[config.mk]
export PLATFORM = sky130hd
export DESIGN_NAME = board_ram_arbiter_flat
export DESIGN_NICKNAME = d
export VERILOG_FILES = /design/src/rtl/board_ram_arbiter_pkg.sv /design/src/rtl/board_ram_arbiter_if.sv /design/src/rtl/board_clear_seq.sv /design/src/rtl/board_ram_arbiter.sv /design/src/flat_wrapper.sv
export SDC_FILE = /design/constraint.sdc
export NUM_CORES = 1
export LEC_CHECK = 0
export ABC_CLOCK_PERIOD_IN_PS = 2200
export CAP_MARGIN = 20
export CORE_UTILIZATION = 30
export CTS_BUF_LIST = sky130_fd_sc_hd__clkbuf_4
export DETAILED_ROUTE_END_ITERATION = 10
export PLACE_DENSITY = 0.73
export SYNTH_ARGS = -nofsm -noshare
export SYNTH_HDL_FRONTEND = slang
export SYNTH_SLANG_ARGS = --single-unit
export TNS_END_PERCENT = 10
[constraint.sdc]
create_clock -name clk -period 2.2 [get_ports clk]
set_clock_uncertainty 0.2 [all_clocks]
set_input_delay 0.44 -clock clk [delete_from_list [all_inputs] [get_ports clk]]
set_output_delay 0.44 -clock clk [all_outputs]
set_load 0.05 [all_outputs]
[src/rtl/board_ram_arbiter_pkg.sv]
// rtl/board_ram_arbiter_pkg.sv - shared cell codes, board geometry defaults and owner tag type
package board_ram_arbiter_pkg;

   localparam int WIDTH_DEF  = 32;
   localparam int HEIGHT_DEF = 16;
   localparam int X_W        = 5;
   localparam int Y_W        = 4;
   localparam int D_W        = 4;

   typedef enum logic [D_W-1:0] {
      CELL_EMPTY = 4'd0,
      CELL_RIGHT = 4'd1,
      CELL_UP    = 4'd2,
      CELL_LEFT  = 4'd4,
      CELL_DOWN  = 4'd8,
      CELL_APPLE = 4'd15
   } cell_t;

   // Which port owns the RAM read data coming back next cycle
   typedef enum logic [1:0] {
      OWN_NONE = 2'd0,
      OWN_GAME = 2'd1,
      OWN_DISP = 2'd2
   } owner_t;

endpackage

[src/rtl/board_ram_arbiter_if.sv]
// rtl/board_ram_arbiter_if.sv - game, display and RAM bus bundle with requester/arbiter modports
interface board_ram_arbiter_if;
   import board_ram_arbiter_pkg::*;

   logic           game_req;
   logic           game_we;
   logic [X_W-1:0] game_x;
   logic [Y_W-1:0] game_y;
   logic [D_W-1:0] game_wdata;
   logic           game_gnt;
   logic           game_rvalid;
   logic [D_W-1:0] game_rdata;

   logic           disp_req;
   logic [X_W-1:0] disp_x;
   logic [Y_W-1:0] disp_y;
   logic           disp_gnt;
   logic           disp_rvalid;
   logic [D_W-1:0] disp_rdata;

   logic [X_W-1:0] mem_x;
   logic [Y_W-1:0] mem_y;
   logic           mem_rd;
   logic           mem_wr;
   logic [D_W-1:0] mem_wdata;
   logic [D_W-1:0] mem_rdata;

   // Arbiter side
   modport slave (
      input  game_req, game_we, game_x, game_y, game_wdata,
      output game_gnt, game_rvalid, game_rdata,
      input  disp_req, disp_x, disp_y,
      output disp_gnt, disp_rvalid, disp_rdata,
      output mem_x, mem_y, mem_rd, mem_wr, mem_wdata,
      input  mem_rdata
   );

   // Requesters plus RAM side
   modport master (
      output game_req, game_we, game_x, game_y, game_wdata,
      input  game_gnt, game_rvalid, game_rdata,
      output disp_req, disp_x, disp_y,
      input  disp_gnt, disp_rvalid, disp_rdata,
      input  mem_x, mem_y, mem_rd, mem_wr, mem_wdata,
      output mem_rdata
   );

endinterface

[src/rtl/board_clear_seq.sv]
// rtl/board_clear_seq.sv - row-major x/y sweep counter with busy flag for the board wipe
module board_clear_seq
   import board_ram_arbiter_pkg::*;
#(
   parameter int WIDTH  = WIDTH_DEF,
   parameter int HEIGHT = HEIGHT_DEF
) (
   input  logic           clk,
   input  logic           rst,
   input  logic           start_i,
   output logic           busy_o,
   output logic [X_W-1:0] x_o,
   output logic [Y_W-1:0] y_o
);

   logic           busy_q, busy_d;
   logic [X_W-1:0] x_q, x_d;
   logic [Y_W-1:0] y_q, y_d;

   // Start only when idle; walk x first, then y, drop busy after the last cell
   always_comb begin
      busy_d = busy_q;
      x_d    = x_q;
      y_d    = y_q;
      if (!busy_q) begin
         if (start_i) begin
            busy_d = 1'b1;
            x_d    = '0;
            y_d    = '0;
         end
      end else if (x_q == X_W'(WIDTH - 1)) begin
         x_d = '0;
         if (y_q == Y_W'(HEIGHT - 1)) begin
            busy_d = 1'b0;
            y_d    = '0;
         end else begin
            y_d = y_q + 1'b1;
         end
      end else begin
         x_d = x_q + 1'b1;
      end
   end

   // Sweep state register; reset aborts any wipe in progress
   always_ff @(posedge clk or negedge rst) begin
      if (!rst) begin
         busy_q <= 1'b0;
         x_q    <= '0;
         y_q    <= '0;
      end else begin
         busy_q <= busy_d;
         x_q    <= x_d;
         y_q    <= y_d;
      end
   end

   assign busy_o = busy_q;
   assign x_o    = x_q;
   assign y_o    = y_q;

endmodule

[src/rtl/board_ram_arbiter.sv]
// rtl/board_ram_arbiter.sv - single-port board RAM arbiter, display priority with game anti-starvation; optional wipe under BOARD_ARB_CLEAR_EN
module board_ram_arbiter
   import board_ram_arbiter_pkg::*;
#(
   parameter int WIDTH         = WIDTH_DEF,
   parameter int HEIGHT        = HEIGHT_DEF,
   parameter int GAME_MAX_WAIT = 4
) (
   input  logic                clk,
   input  logic                rst,
   input  logic                clear_start,
   output logic                clear_busy,
   board_ram_arbiter_if.slave  bus
);

   localparam int WAIT_W = $clog2(GAME_MAX_WAIT + 1);

   logic [WAIT_W-1:0] wait_q, wait_d;
   owner_t            owner_q, owner_d;
   logic [X_W-1:0]    addr_x_q, addr_x_d;
   logic [Y_W-1:0]    addr_y_q, addr_y_d;
   logic              game_win;

   logic              wipe_busy;
   logic [X_W-1:0]    wipe_x;
   logic [Y_W-1:0]    wipe_y;

`ifdef BOARD_ARB_CLEAR_EN
   board_clear_seq #(
      .WIDTH  (WIDTH),
      .HEIGHT (HEIGHT)
   ) u_clear (
      .clk     (clk),
      .rst     (rst),
      .start_i (clear_start),
      .busy_o  (wipe_busy),
      .x_o     (wipe_x),
      .y_o     (wipe_y)
   );
`else
   localparam int unused_cells = WIDTH * HEIGHT;
   logic unused_clear_start;
   assign unused_clear_start = clear_start;
   assign wipe_busy = 1'b0;
   assign wipe_x    = '0;
   assign wipe_y    = '0;
`endif

   assign clear_busy = wipe_busy;

   // Pick this cycle's single RAM access: reset, wipe, starved game, display, game
   always_comb begin
      bus.game_gnt  = 1'b0;
      bus.disp_gnt  = 1'b0;
      bus.mem_rd    = 1'b0;
      bus.mem_wr    = 1'b0;
      bus.mem_wdata = '0;
      addr_x_d      = addr_x_q;
      addr_y_d      = addr_y_q;
      owner_d       = OWN_NONE;
      game_win      = bus.game_req &&
                      (!bus.disp_req || wait_q == WAIT_W'(GAME_MAX_WAIT));
      if (!rst) begin
         owner_d = OWN_NONE;
      end else if (wipe_busy) begin
         bus.mem_wr    = 1'b1;
         bus.mem_wdata = CELL_EMPTY;
         addr_x_d      = wipe_x;
         addr_y_d      = wipe_y;
      end else if (game_win) begin
         bus.game_gnt = 1'b1;
         addr_x_d     = bus.game_x;
         addr_y_d     = bus.game_y;
         if (bus.game_we) begin
            bus.mem_wr    = 1'b1;
            bus.mem_wdata = bus.game_wdata;
         end else begin
            bus.mem_rd = 1'b1;
            owner_d    = OWN_GAME;
         end
      end else if (bus.disp_req) begin
         bus.disp_gnt = 1'b1;
         bus.mem_rd   = 1'b1;
         addr_x_d     = bus.disp_x;
         addr_y_d     = bus.disp_y;
         owner_d      = OWN_DISP;
      end
   end

   assign bus.mem_x = addr_x_d;
   assign bus.mem_y = addr_y_d;

   // Game wait counter: count ungranted cycles, saturate, clear on grant or idle
   always_comb begin
      wait_d = wait_q;
      if (!bus.game_req || bus.game_gnt) begin
         wait_d = '0;
      end else if (wait_q != WAIT_W'(GAME_MAX_WAIT)) begin
         wait_d = wait_q + 1'b1;
      end
   end

   // Arbiter state: wait counter, read-owner tag and last RAM address
   always_ff @(posedge clk or negedge rst) begin
      if (!rst) begin
         wait_q   <= '0;
         owner_q  <= OWN_NONE;
         addr_x_q <= '0;
         addr_y_q <= '0;
      end else begin
         wait_q   <= wait_d;
         owner_q  <= owner_d;
         addr_x_q <= addr_x_d;
         addr_y_q <= addr_y_d;
      end
   end

   assign bus.game_rvalid = (owner_q == OWN_GAME);
   assign bus.disp_rvalid = (owner_q == OWN_DISP);
   assign bus.game_rdata  = bus.game_rvalid ? bus.mem_rdata : '0;
   assign bus.disp_rdata  = bus.disp_rvalid ? bus.mem_rdata : '0;

endmodule

[src/flat_wrapper.sv]
// flat-port wrapper written by rule: the top's interface ports become plain ports
module board_ram_arbiter_flat import board_ram_arbiter_pkg::*;
#(
   parameter int WIDTH         = WIDTH_DEF,
   parameter int HEIGHT        = HEIGHT_DEF,
   parameter int GAME_MAX_WAIT = 4
)
  (clk, rst, clear_start, clear_busy, bus_game_req, bus_game_we, bus_game_x, bus_game_y, bus_game_wdata, bus_game_gnt, bus_game_rvalid, bus_game_rdata, bus_disp_req, bus_disp_x, bus_disp_y, bus_disp_gnt, bus_disp_rvalid, bus_disp_rdata, bus_mem_x, bus_mem_y, bus_mem_rd, bus_mem_wr, bus_mem_wdata, bus_mem_rdata);
  board_ram_arbiter_if bus_i ();
  input  logic clk;
  input  logic rst;
  input  logic clear_start;
  output logic clear_busy;
  input wire logic [$bits(bus_i.game_req)-1:0] bus_game_req;
  input wire logic [$bits(bus_i.game_we)-1:0] bus_game_we;
  input wire logic [$bits(bus_i.game_x)-1:0] bus_game_x;
  input wire logic [$bits(bus_i.game_y)-1:0] bus_game_y;
  input wire logic [$bits(bus_i.game_wdata)-1:0] bus_game_wdata;
  output wire logic [$bits(bus_i.game_gnt)-1:0] bus_game_gnt;
  output wire logic [$bits(bus_i.game_rvalid)-1:0] bus_game_rvalid;
  output wire logic [$bits(bus_i.game_rdata)-1:0] bus_game_rdata;
  input wire logic [$bits(bus_i.disp_req)-1:0] bus_disp_req;
  input wire logic [$bits(bus_i.disp_x)-1:0] bus_disp_x;
  input wire logic [$bits(bus_i.disp_y)-1:0] bus_disp_y;
  output wire logic [$bits(bus_i.disp_gnt)-1:0] bus_disp_gnt;
  output wire logic [$bits(bus_i.disp_rvalid)-1:0] bus_disp_rvalid;
  output wire logic [$bits(bus_i.disp_rdata)-1:0] bus_disp_rdata;
  output wire logic [$bits(bus_i.mem_x)-1:0] bus_mem_x;
  output wire logic [$bits(bus_i.mem_y)-1:0] bus_mem_y;
  output wire logic [$bits(bus_i.mem_rd)-1:0] bus_mem_rd;
  output wire logic [$bits(bus_i.mem_wr)-1:0] bus_mem_wr;
  output wire logic [$bits(bus_i.mem_wdata)-1:0] bus_mem_wdata;
  input wire logic [$bits(bus_i.mem_rdata)-1:0] bus_mem_rdata;
  assign bus_i.game_req = bus_game_req;
  assign bus_i.game_we = bus_game_we;
  assign bus_i.game_x = bus_game_x;
  assign bus_i.game_y = bus_game_y;
  assign bus_i.game_wdata = bus_game_wdata;
  assign bus_game_gnt = bus_i.game_gnt;
  assign bus_game_rvalid = bus_i.game_rvalid;
  assign bus_game_rdata = bus_i.game_rdata;
  assign bus_i.disp_req = bus_disp_req;
  assign bus_i.disp_x = bus_disp_x;
  assign bus_i.disp_y = bus_disp_y;
  assign bus_disp_gnt = bus_i.disp_gnt;
  assign bus_disp_rvalid = bus_i.disp_rvalid;
  assign bus_disp_rdata = bus_i.disp_rdata;
  assign bus_mem_x = bus_i.mem_x;
  assign bus_mem_y = bus_i.mem_y;
  assign bus_mem_rd = bus_i.mem_rd;
  assign bus_mem_wr = bus_i.mem_wr;
  assign bus_mem_wdata = bus_i.mem_wdata;
  assign bus_i.mem_rdata = bus_mem_rdata;
  board_ram_arbiter #(.WIDTH(WIDTH), .HEIGHT(HEIGHT), .GAME_MAX_WAIT(GAME_MAX_WAIT)) u_core (.clk(clk), .rst(rst), .clear_start(clear_start), .clear_busy(clear_busy), .bus(bus_i));
endmodule
==> metrics <==
run status complete, but fails checks; failing checks setup timing; main combinational cell family by area after synthesis simple AND/OR/NAND/NOR gates; layout cell share with drive strength beyond 1 47.26%; wire length of the first global-routing pass around 4300 um; Comb power frac around 53%; Avg Cell Area, Syn 10.76 um^2; EDFF count, synth 0; final-layout worst hold slack between 0.04 and 0.05 ns; share of the synthesized area in the top cell type between 40% and 50%; mean number of vias per cell 5.102; share of flip-flops with an asynchronous set or reset between 90% and 100%; flops & latches, synth 14; end of the worst register-to-register path u_core.wait_q[0]; most frequent cell after synthesis dfrtp_1; root buffer cell clkbuf_4; time the worst path needs with I/O delays and setup roughly 2.3 ns; total power per unit cell area 497.8 nW/um^2; Clk Latency, worst-skew pair 0.28 ns; antenna diode count 0; internal cell power 615.1 uW; Warnings, synthesis 0; Antenna Nets Post-Route 0; cell area after synthesis 774.5 um^2; P_leak just over 0.0008 uW; final routed wire length divided by cell count approximately 14 um; CORE AREA 2455 um^2; switching part of the total power 34.89%; area added between synthesis and finish 145.1%; clock tree sinks 14; full die area 2789 um^2; number of filler cells placed in the layout 170; main area contributors after synthesis dfrtp_1 (45%), o221a_1 (8.7%), and2_1 (7.3%); highest achievable clock rate ~0.43 GHz; worst vdd ir 514.1 uV; number of hold violations in the final report 0; via count of the first global-routing pass 920; Tot Pwr 944.8 uW; data required time at the worst endpoint 1.56 ns; pins over their slew limit 0; Seq/Total Area, Yosys 45.23%; initial core utilization 31.55%; I/O Buffers 57; cell type with the largest total area after synthesis dfrtp_1; final RePlAce weighted congestion 0.6623; Detail Placement HPWL between 1500 and 2000 um; Hold/Removal Path Class in2async; Final period util 105.8%; met1 global-route usage about 22%; num ports 60; sequential share of power about 31%; Final Instance Area 1898 um^2; grt ovf 0; clock tree from TritonCTS yes; layer with the highest usage met2; Iteration-0 DRC Markers 2; post-synthesis share of cell area spent on xor and xnor gates 1.131%; logic depth of the worst register-to-register path 7; Max stage delay cell, worst path dfrtp_1; reg-to-reg setup timing slack 0.53 ns; RSZ-0062 raised after global routing yes; maximum number of pins on one net before global-route repair 12; fraction of the mapped netlist area in simple logic gates a little over a quarter; clock buffer count from CTS 3; via count 898; standard-cell row count 18; Setup WS post-layout -0.1270 ns; GR Util met2 between 30% and 40%; die boundary height ~53 um; leading register cell type out of synthesis dfrtp_1; standard cell area after detailed placement 1684 um^2; critical path type reg2out; fraction of power consumed by the clock network 15.7%; global-route usage over all layers between 20 and 25%; Post-Synthesis Net Count approximately 110; type of origin of the critical path register; maxcap violations 0; Mapped Cells between 70 and 80; hold_buf cts 0; overall die width between 50 and 60 um; final routed DRC violation total 0; Pre-antenna DRT Iters 2; total routed wirelength 2541 um; number of H-tree levels 1; worst-path cell chain inv_2 > ha_4 > nand2_4 > a21o_4 > o221a_4 > buf_12; number of nets in the layout 181; reported net switching power 329.7 uW; maximum fanout along the worst path 6; Largest stage delay, worst path roughly 0.40 ns; clock transition at the registers of the reported paths roughly 0.080 ns; compound-cell area share of the yosys netlist ~17%; final setup vio count 15; Critical Path End Type primary output; data arrival time of the critical path around 1.7 ns; met3 routing resource usage after global routing about 6.4%; startpoint of the worst register-to-register path u_core.wait_q[0]; count of cell types in the netlist 25; area share of fa/ha/maj cells after synthesis under 10%; maximum buffer depth of the clock tree 2; portion of netlist area occupied by mux cells 1.454%; antenna violations before repair 0; Synth top cells by count dfrtp_1 (14), and2_1 (9), and3_1 (6), o221a_1 (6), nand2b_1 (5)
## how the worst max path moves through the flow
stage,end,cells after the start,slack [ns],from
after global routing,bus_mem_x[4],6,-0.21,u_core.wait_q[1]
after CTS,bus_mem_y[0],7,-0.11,u_core.wait_q[0]
final,bus_mem_x[4],6,-0.13,u_core.wait_q[0]
after detailed placement,bus_mem_x[4],5,-0.40,bus_game_req
after global placement,bus_mem_y[3],5,-0.36,bus_game_req
after floorplan,bus_disp_rdata[0],2,-0.12,u_core.owner_q[0]
## logic make-up (layout without fill, tap and decap cells)
group	count (synthesis)	count (layout)
multiplexers	1	1
buffers and inverters	6	79
flip-flops	14	14
adder cells (fa/ha/maj)	2	2
XOR/XNOR	1	1
AO/OA/AOI/OAI	13	14
other	1	1
AND/OR/NAND/NOR	34	34
## sequential cells by signal, summed over array words and instances, names as in the netlist
signal,count
u_core.owner_q,2
u_core.wait_q,3
u_core.addr_y_q,4
u_core.addr_x_q,5
## timing repair
action | 4_1_cts | 5_1_grt
gates cloned | 1 | 0
setup endpoints to repair | 17 | 17
pin swaps | 2 | 9
buffers inserted | 4 | 0
hold endpoints to repair | 0 | 0
gates resized for setup | 27 | 4
## layer usage
layer	part of all wire, %	wire (um)	vias to the layer above
li1	-	-	413
met1	35	881	430
met2	53	1342	51
met3	11	278	4
met4	1.6	40	0
met5	0	0	-
## power by group through the flow
stage | sequential, uW | combinational, uW | clock [uW]
2_1_floorplan | 297 | 206 | 0
3_3_place_gp | 298 | 434 | 0
3_5_place_dp | 300 | 441 | 0
4_1_cts | 294 | 496 | 150
5_1_grt | 299 | 526 | 164
6_report | 295 | 501 | 148
## worst max-delay path: cells and delay by family, from the launching register on
family | cells | cell delay (ns)
buffers and inverters | 2 | 0.23
DFF | 1 | 0.40
adders and majority gates | 1 | 0.16
and+or+nand+nor | 1 | 0.07
AOI/OAI and AO/OA | 2 | 0.56
## cell type report
cell class	instances	area, um^2	area share, %
multi-input cells	53	541.8	28.54
well taps	30	37.54	1.978
repair buffers	71	924.6	48.71
inverters	4	17.52	0.9229
clock buffers	3	22.52	1.187
flip-flops and latches	14	350.3	18.46
clock inverters	1	3.754	0.1978
## placed cells by master, fill, tap and decap left out, types with 2 or more instances in the layout
| cell | n |
|---|---|
| inv_2 | 3 |
| nor2b_1 | 4 |
| nand2b_1 | 5 |
| buf_6 | 2 |
| and3_4 | 4 |
| dfrtp_1 | 14 |
| or2b_1 | 4 |
| clkbuf_4 | 3 |
| clkdlybuf4s50_1 | 27 |
| buf_12 | 25 |
| and2_1 | 8 |
| dlygate4sd2_1 | 3 |
| and3_1 | 2 |
| buf_4 | 14 |
| o221a_4 | 9 |
| a21o_4 | 2 |
| nand3_2 | 2 |
## through the flow
step                std cells  setup TNS [ns]  worst slack, ns  util (%)
floorplan                  72          -1.458          -0.1196         -
global placement          167          -5.236          -0.3572     68.60
detailed placement        167          -5.951          -0.3962     68.60
CTS                       176          -1.294          -0.1082     76.66
global route              176          -2.749          -0.2050     77.32
finish                    176          -1.442          -0.1270     77.32
Power figures use the tool's default switching activity.
